### src/rtl/banco_registros_param_pkg.sv
// Shared definitions for the parameterised register bank: sweep FSM states,
// default geometry and the address-width helper.
package banco_registros_param_pkg;

    typedef enum logic [1:0] {
        IDLE  = 2'd0,
        BORRA = 2'd1,
        FIN   = 2'd2
    } estado_t;

    localparam int ANCHO_DEF = 32;
    localparam int PROF_DEF  = 32;

    // Address width needed to index prof registers (at least one bit).
    function automatic int calc_dir(input int prof);
        return (prof > 1) ? $clog2(prof) : 1;
    endfunction

endpackage

### src/rtl/banco_registros_param_puerto_lectura.sv
// One combinational read port: selects a register from the flattened bank,
// forwards same-cycle write data, and forces zero for unmapped addresses
// and for a hardwired register 0.
module puerto_lectura
    import banco_registros_param_pkg::*;
#(
    parameter int ANCHO   = ANCHO_DEF,
    parameter int PROF    = PROF_DEF,
    parameter int DIR     = calc_dir(PROF_DEF),
    parameter int R0_CERO = 1
) (
    input  logic [DIR-1:0]        dir,
    input  logic [PROF*ANCHO-1:0] tabla,
    input  logic                  escritura,
    input  logic [DIR-1:0]        dir_write,
    input  logic [ANCHO-1:0]      dato_nuevo,
    output logic [ANCHO-1:0]      dato
);

    logic fuera;
    logic cero;

    assign fuera = (int'(dir) >= PROF);
    assign cero  = (R0_CERO != 0) && (dir == '0);

    // Zero masking wins, then the bypass of a qualified write, then storage.
    always_comb begin
        dato = '0;
        if (!(fuera || cero)) begin
            if (escritura && (dir == dir_write)) begin
                dato = dato_nuevo;
            end else begin
                dato = tabla[int'(dir)*ANCHO +: ANCHO];
            end
        end
    end

endmodule

### src/rtl/banco_registros_param.sv
// Parameterised register bank with NLECT combinational read ports, one
// write port with write-through bypass, and a sequential clear sweep that
// zeroes one register per cycle.
module banco_registros_param
    import banco_registros_param_pkg::*;
#(
    parameter int ANCHO   = ANCHO_DEF,
    parameter int PROF    = PROF_DEF,
    parameter int DIR     = calc_dir(PROF),
    parameter int NLECT   = 2,
    parameter int R0_CERO = 1
) (
    input  logic                   CLK,
    input  logic                   RST,
    input  logic                   RWEN,
    input  logic [DIR-1:0]         DirWrite,
    input  logic [ANCHO-1:0]       DatoNuevo,
    input  logic [NLECT*DIR-1:0]   Dir,
    output logic [NLECT*ANCHO-1:0] Dato,
    input  logic                   CLR_REQ,
    output logic                   CLR_BUSY,
    output logic                   CLR_DONE
);

    localparam logic [DIR-1:0] ULTIMO = DIR'(PROF - 1);

    estado_t               estado_reg;
    estado_t               estado_next;
    logic [DIR-1:0]        cnt_reg;
    logic [DIR-1:0]        cnt_next;
    logic [PROF*ANCHO-1:0] tabla;
    logic                  dir_ok;
    logic                  r0_bloq;
    logic                  escritura;

    // A write is only honoured while idle, to a mapped, writable register.
    // Reset also suppresses it so the bypass cannot leak data while RST=1.
    assign dir_ok    = (int'(DirWrite) < PROF);
    assign r0_bloq   = (R0_CERO != 0) && (DirWrite == '0);
    assign escritura = RWEN && (estado_reg == IDLE) && dir_ok && !r0_bloq && !RST;

    // Sweep FSM state and counter registers.
    always_ff @(posedge CLK or posedge RST) begin
        if (RST) begin
            estado_reg <= IDLE;
            cnt_reg    <= '0;
        end else begin
            estado_reg <= estado_next;
            cnt_reg    <= cnt_next;
        end
    end

    // Next-state and status outputs; the counter stops at PROF-1 so it never
    // walks into unmapped addresses for non power-of-two depths.
    always_comb begin
        estado_next = estado_reg;
        cnt_next    = cnt_reg;
        CLR_BUSY    = 1'b0;
        CLR_DONE    = 1'b0;
        case (estado_reg)
            IDLE: begin
                if (CLR_REQ) begin
                    estado_next = BORRA;
                    cnt_next    = '0;
                end
            end
            BORRA: begin
                CLR_BUSY = 1'b1;
                if (cnt_reg == ULTIMO) begin
                    estado_next = FIN;
                    cnt_next    = '0;
                end else begin
                    cnt_next = cnt_reg + 1'b1;
                end
            end
            FIN: begin
                CLR_DONE    = 1'b1;
                estado_next = IDLE;
            end
            default: begin
                estado_next = IDLE;
                cnt_next    = '0;
            end
        endcase
    end

    // Storage: each register takes either the qualified write or the sweep zero.
    generate
        for (genvar gi = 0; gi < PROF; gi++) begin : g_reg
            logic [ANCHO-1:0] valor_reg;

            // Per-register update: async clear, write port, or sweep clear.
            always_ff @(posedge CLK or posedge RST) begin
                if (RST) begin
                    valor_reg <= '0;
                end else if (escritura && (int'(DirWrite) == gi)) begin
                    valor_reg <= DatoNuevo;
                end else if ((estado_reg == BORRA) && (int'(cnt_reg) == gi)) begin
                    valor_reg <= '0;
                end
            end

            assign tabla[gi*ANCHO +: ANCHO] = valor_reg;
        end
    endgenerate

    // Independent read ports.
    generate
        for (genvar gi = 0; gi < NLECT; gi++) begin : g_lect
            puerto_lectura #(
                .ANCHO   (ANCHO),
                .PROF    (PROF),
                .DIR     (DIR),
                .R0_CERO (R0_CERO)
            ) u_puerto (
                .dir        (Dir[gi*DIR +: DIR]),
                .tabla      (tabla),
                .escritura  (escritura),
                .dir_write  (DirWrite),
                .dato_nuevo (DatoNuevo),
                .dato       (Dato[gi*ANCHO +: ANCHO])
            );
        end
    endgenerate

endmodule

### config.mk
export PLATFORM = sky130hd
export DESIGN_NAME = banco_registros_param
export DESIGN_NICKNAME = d
export VERILOG_FILES = /design/src/rtl/banco_registros_param_pkg.sv /design/src/rtl/banco_registros_param_puerto_lectura.sv /design/src/rtl/banco_registros_param.sv
export SDC_FILE = /design/constraint.sdc
export NUM_CORES = 2
export LEC_CHECK = 0
export BUFFER_PORTS_ARGS = -buffer_cell sky130_fd_sc_hd__clkbuf_2
export CORE_MARGIN = 10
export CORE_UTILIZATION = 40
export DETAILED_ROUTE_END_ITERATION = 16
export HOLD_SLACK_MARGIN = 0.15
export PLACE_DENSITY = 0.56
export SLEW_MARGIN = 15
export SYNTH_ARGS = -nofsm -noshare
export SYNTH_HDL_FRONTEND = slang
export SYNTH_SLANG_ARGS = --single-unit
### constraint.sdc
create_clock -name CLK -period 31.8 [get_ports CLK]
set_input_delay 1.59 -clock CLK [delete_from_list [all_inputs] [get_ports CLK]]
set_output_delay 1.59 -clock CLK [all_outputs]
set_load 0.02 [all_outputs]
==> impl.org <==
** Status
- The flow ran to the end, and the final reports show no timing, DRC or antenna violations.

** Die
- Area of the core :: 0.1333 sq mm
- From left edge to right edge, the die measures 386.0 microns.
- Height of the die :: 386.0 microns
- Once the floorplan was initialized, standard cells occupied 40.20% of the core.
- Number of ports placed on the die boundary :: 117
- Floorplan die area :: 0.1490 sq mm
- Site row count :: 134

** Clock network
- Number of clock buffers inserted by TritonCTS :: 115
- Clock transition at the register clock pins on the worst setup and hold paths after CTS :: 0.06 ns
- After clock tree synthesis, the repair step resized 0 gates.
- Maximum root-to-sink buffer count :: 3
- Counting every sink on the clock net gives 1031.
- The later pin in the worst-skew pair is clocked with a latency of 0.76 ns.
- Buffers added to address setup during post-CTS repair amount to 0.
- CTS root buffer :: sky130_fd_sc_hd__clkbuf_16
- CTS Hold Bufs :: 0
- CTS H-tree lvls :: 3
- TritonCTS built the clock tree.

** STA
- Counting I/O delays and the setup requirement, the final critical path takes 9.310 ns.
- Setup violations remaining at the end of the flow were counted as 0.
- Between clock sinks in the finished design, the worst skew comes to 0.03109 ns.
- Hold timing on the final database bottoms out at a slack of 0.5101 ns.
- Setup total negative slack on the finished layout was measured at 0 ns.
- For this run, the top clock speed supported by timing is 107.4 MHz.
- For the pin with the worst max-slew slack, the measured transition is 1.254 ns.
- Headroom to the max-slew limit came out at 15.62%.
- Number of max-slew violations in the final report :: 0
- Share of the clock period used by the worst path after layout :: 29.28%
- The count of final hold-check violations came to 0.
- Unrepaired setup endpoints after global routing :: false

** Route
- The routed layout has 41208 vias.
- The first routing iteration left 5299 violations.
- Pre-Repair DR Iteration Count :: 6
- Total length of routed wires :: 215.0 mm
- Dividing the detail-routed wire length by the instance count gives 37.68 microns.
- The count of nets left with antenna violations once routing finished came out at 0.
- After detailed routing, the number of remaining DRC violations is 0.
- Ratio of routed vias to standard cells :: 7.221

** Setup path
- Worst setup path class :: in2out
- CP max FO :: 52
- Among all stages on the critical path, the largest delay is contributed by sky130_fd_sc_hd__nor4_1.
- Worst setup slack for register-to-register paths :: 27.86 ns
- Cell-by-cell listing of the critical path :: buf_8, buf_4, buf_4, buf_4, buf_4, mux4_2, o22ai_1, nor4_1, a211oi_1, nor3_1, clkbuf_2
- Largest stage delay on the critical path :: 0.99 ns
- The startpoint identified for the worst register-to-register timing path is estado_reg[0].
- STA classifies the critical path endpoint as an output port.
- Signal arrival time at the worst endpoint :: 7.72 ns
- Startpoint type of the worst setup path :: input pin
- Measured in cells, the most critical reg-to-reg path has a length of 7.
- Data on the critical path is required at its endpoint by 30.21 ns.
- The endpoint identified for the worst register-to-register timing path is g_reg[22].valor_reg[15].
- Most prevalent standard cell on the critical path :: sky130_fd_sc_hd__buf_4

** Synthesis
- After synthesis, the largest family of logic cells by area is multiplexers.
- Prevailing post-synth register cell :: sky130_fd_sc_hd__dfrtp_1
- The commonest cells after synthesis are 1031 x sky130_fd_sc_hd__dfrtp_1, 992 x sky130_fd_sc_hd__a22o_1, 443 x sky130_fd_sc_hd__mux4_2.
- Yosys instantiated no cell more often than sky130_fd_sc_hd__dfrtp_1.
- In this run the cell area of the synthesized design comes to 0.05358 sq mm.
- In this run, distinct cell masters in the synthesized netlist total 46.
- Synthesis produced a netlist with a net count of 4075.
- The Yosys step of the flow raised 0 warnings.
- After synthesis, flip-flops and latches occupy 48.15% of the total area.
- Summing the areas of all fa, ha and maj instances in the mapped netlist gives 0.1401% of the synthesized area.
- Number of enable flip-flop cells after synthesis :: 0
- Counting flops with an async set or reset pin after synthesis yields a share of 100.0%.
- Synthesis-stage register bit count :: 1031
- Share of the synthesized area in compound gates (AO/OA/AOI/OAI) :: 20.92%
- After synthesis, the mean cell area works out to 13.33 sq um.
- Gate Count Post-Synth :: 4018
- The share of synthesized area in the top cell type comes to 48.15%.
- The largest total area in the synthesized netlist belongs to sky130_fd_sc_hd__dfrtp_1.
- Post-synthesis xor/xnor area fraction :: 0.1962%
- Simple-gate share of the synthesized area :: 3.795%
- After synthesis, the share of cell area in mux cells is 22.68%.
- Yosys attributes the largest share of cell area to sky130_fd_sc_hd__dfrtp_1 48%, sky130_fd_sc_hd__mux4_2 19%, sky130_fd_sc_hd__a22o_1 16%.

** Pwr
- In this run the power density over the cells is 58.54 mW/mm^2.
- Post-route total power :: 3518 uW
- LEAKAGE :: 0.02627 uW
- Across the VDD grid, the largest voltage drop is 0.00005676 V.

** Cells and area
- Combined flip-flop and latch cell area :: 0.02580 sq mm
- The register with the most flip-flops in the layout has 1024 of them.
- Area occupied by multi-input gates :: 0.02619 sq mm
- Cells with a size suffix above 1 make up 28.30% of the layout.
- The area growth from synthesis to layout is 12.15%.
- In the final design database the tool counted 3891 nets.
- Fill count :: 11824

** Global route
- The number of global-route vias before repair came to 41071.
- Overflow left after global routing :: 0
- For this run, the total global-route usage over all layers was measured as 28.43%.
- Entering global routing, the biggest net connects 172 pins.
- Number of antenna violations at the first check in global routing :: 12
- The first global-routing pass estimated 308.5 mm of wire.

** Worst hold path
- Counting instances, the worst hold path has a depth of 1.
- Class of the worst hold path :: reg2reg
- The startpoint identified for the worst hold timing path is g_reg[10].valor_reg[7].
- For hold timing, the worst endpoint is g_reg[10].valor_reg[7].

** Placed design
- RePlAce Congestion :: 0.8312
- In this run the tool buffered the top-level ports with 116 buffer cells.
- Once detailed placement completed, the half-perimeter wirelength came to 118.8 mm.

** Run
- Max-cap violations in this run came to 0.
-- critical path: cells and delay by family --
| family | cells | cell delay [ns] |
|---|---|---|
| and+or+nand+nor | 2 | 1.46 |
| buffers and inverters | 6 | 3.98 |
| muxes | 1 | 0.38 |
| AOI/OAI and AO/OA | 2 | 0.19 |
-- cells in the final DEF (no fill, tap or decap), types with 6 or more instances in the layout --
master and instances:
sky130_fd_sc_hd__a211oi_1 96, sky130_fd_sc_hd__a21oi_4 17, sky130_fd_sc_hd__a22o_1 992, sky130_fd_sc_hd__a22oi_1 62
sky130_fd_sc_hd__and2_1 33, sky130_fd_sc_hd__buf_4 137, sky130_fd_sc_hd__bufinv_16 17, sky130_fd_sc_hd__clkbuf_1 14
sky130_fd_sc_hd__clkbuf_16 118, sky130_fd_sc_hd__clkbuf_2 108, sky130_fd_sc_hd__clkbuf_8 26, sky130_fd_sc_hd__clkinv_2 23
sky130_fd_sc_hd__clkinvlp_4 9, sky130_fd_sc_hd__dfrtp_1 1031, sky130_fd_sc_hd__diode_2 6, sky130_fd_sc_hd__ha_1 6
sky130_fd_sc_hd__inv_1 10, sky130_fd_sc_hd__mux2_2 131, sky130_fd_sc_hd__mux2i_1 70, sky130_fd_sc_hd__mux4_2 443
sky130_fd_sc_hd__nand2_1 15, sky130_fd_sc_hd__nand2b_1 8, sky130_fd_sc_hd__nor2_1 113, sky130_fd_sc_hd__nor2_4 32
sky130_fd_sc_hd__nor2b_1 8, sky130_fd_sc_hd__nor3_1 68, sky130_fd_sc_hd__nor3_4 8, sky130_fd_sc_hd__nor4_1 62
sky130_fd_sc_hd__o21ai_0 66, sky130_fd_sc_hd__o22ai_1 129, sky130_fd_sc_hd__xnor2_1 9
-- power by group --
| group | switching, uW | total [uW] | internal (uW) |
|---|---|---|---|
| registers | 65.9 | 1460 | 1390 |
| clock network | 595 | 1470 | 877 |
| logic | 394 | 590 | 196 |
| total | 1050 | 3520 | 2460 |
-- area by class of cell --
cell class / count / area share (%)
well taps: 1768 / 3.681
flip-flops and latches: 1031 / 42.94
inverters: 11 / 0.08121
diodes: 6 / 0.02499
clock buffers: 158 / 5.597
clock inverters: 58 / 1.316
repair buffers: 251 / 2.778
multi-input cells: 2424 / 43.59
-- metal layers --
metal / global-route usage, % / vias to the layer above / share of wire [%]
li1: - / 15850 / -
met1: 38.62 / 21898 / 39
met2: 41.67 / 2879 / 44
met3: 9.363 / 573 / 13
met4: 11.76 / 8 / 4.3
met5: 0 / - / 0.023
-- worst max-delay path by stage --
| stage | from | endpoint | slack (ns) | cells past startpoint |
|---|---|---|---|---|
| after floorplan | RST | cnt_reg[0] | 1.20 | 1 |
| after global placement | Dir[5] | Dato[51] | 22.56 | 11 |
| after detailed placement | Dir[5] | Dato[51] | 22.56 | 11 |
| after CTS | Dir[5] | Dato[51] | 22.56 | 11 |
| after global routing | Dir[5] | Dato[38] | 22.16 | 11 |
| final | Dir[5] | Dato[38] | 22.49 | 11 |
-- cell families (layout without fill, tap and decap cells) --
| kind of cell | Yosys count | after routing |
|---|---|---|
| fa+ha+maj | 6 | 6 |
| compound gates | 1376 | 1376 |
| flops | 1031 | 1031 |
| mux | 644 | 644 |
| other cells | 0 | 6 |
| simple gates | 386 | 386 |
| xor+xnor | 12 | 12 |
| buf+inv | 563 | 478 |
-- through the flow --
step	utilization, %	cell area [sq um]	instances	setup WS [ns]
5_1_grt	45.07	60080	5701	22.16
2_1_floorplan	-	53580	4018	1.195
3_5_place_dp	41.95	55910	5485	22.56
6_report	45.08	60090	5707	22.49
4_1_cts	45.07	60070	5701	22.56
3_3_place_gp	41.95	55910	5485	22.56
Note: power is estimated with default switching activity, not from simulation.
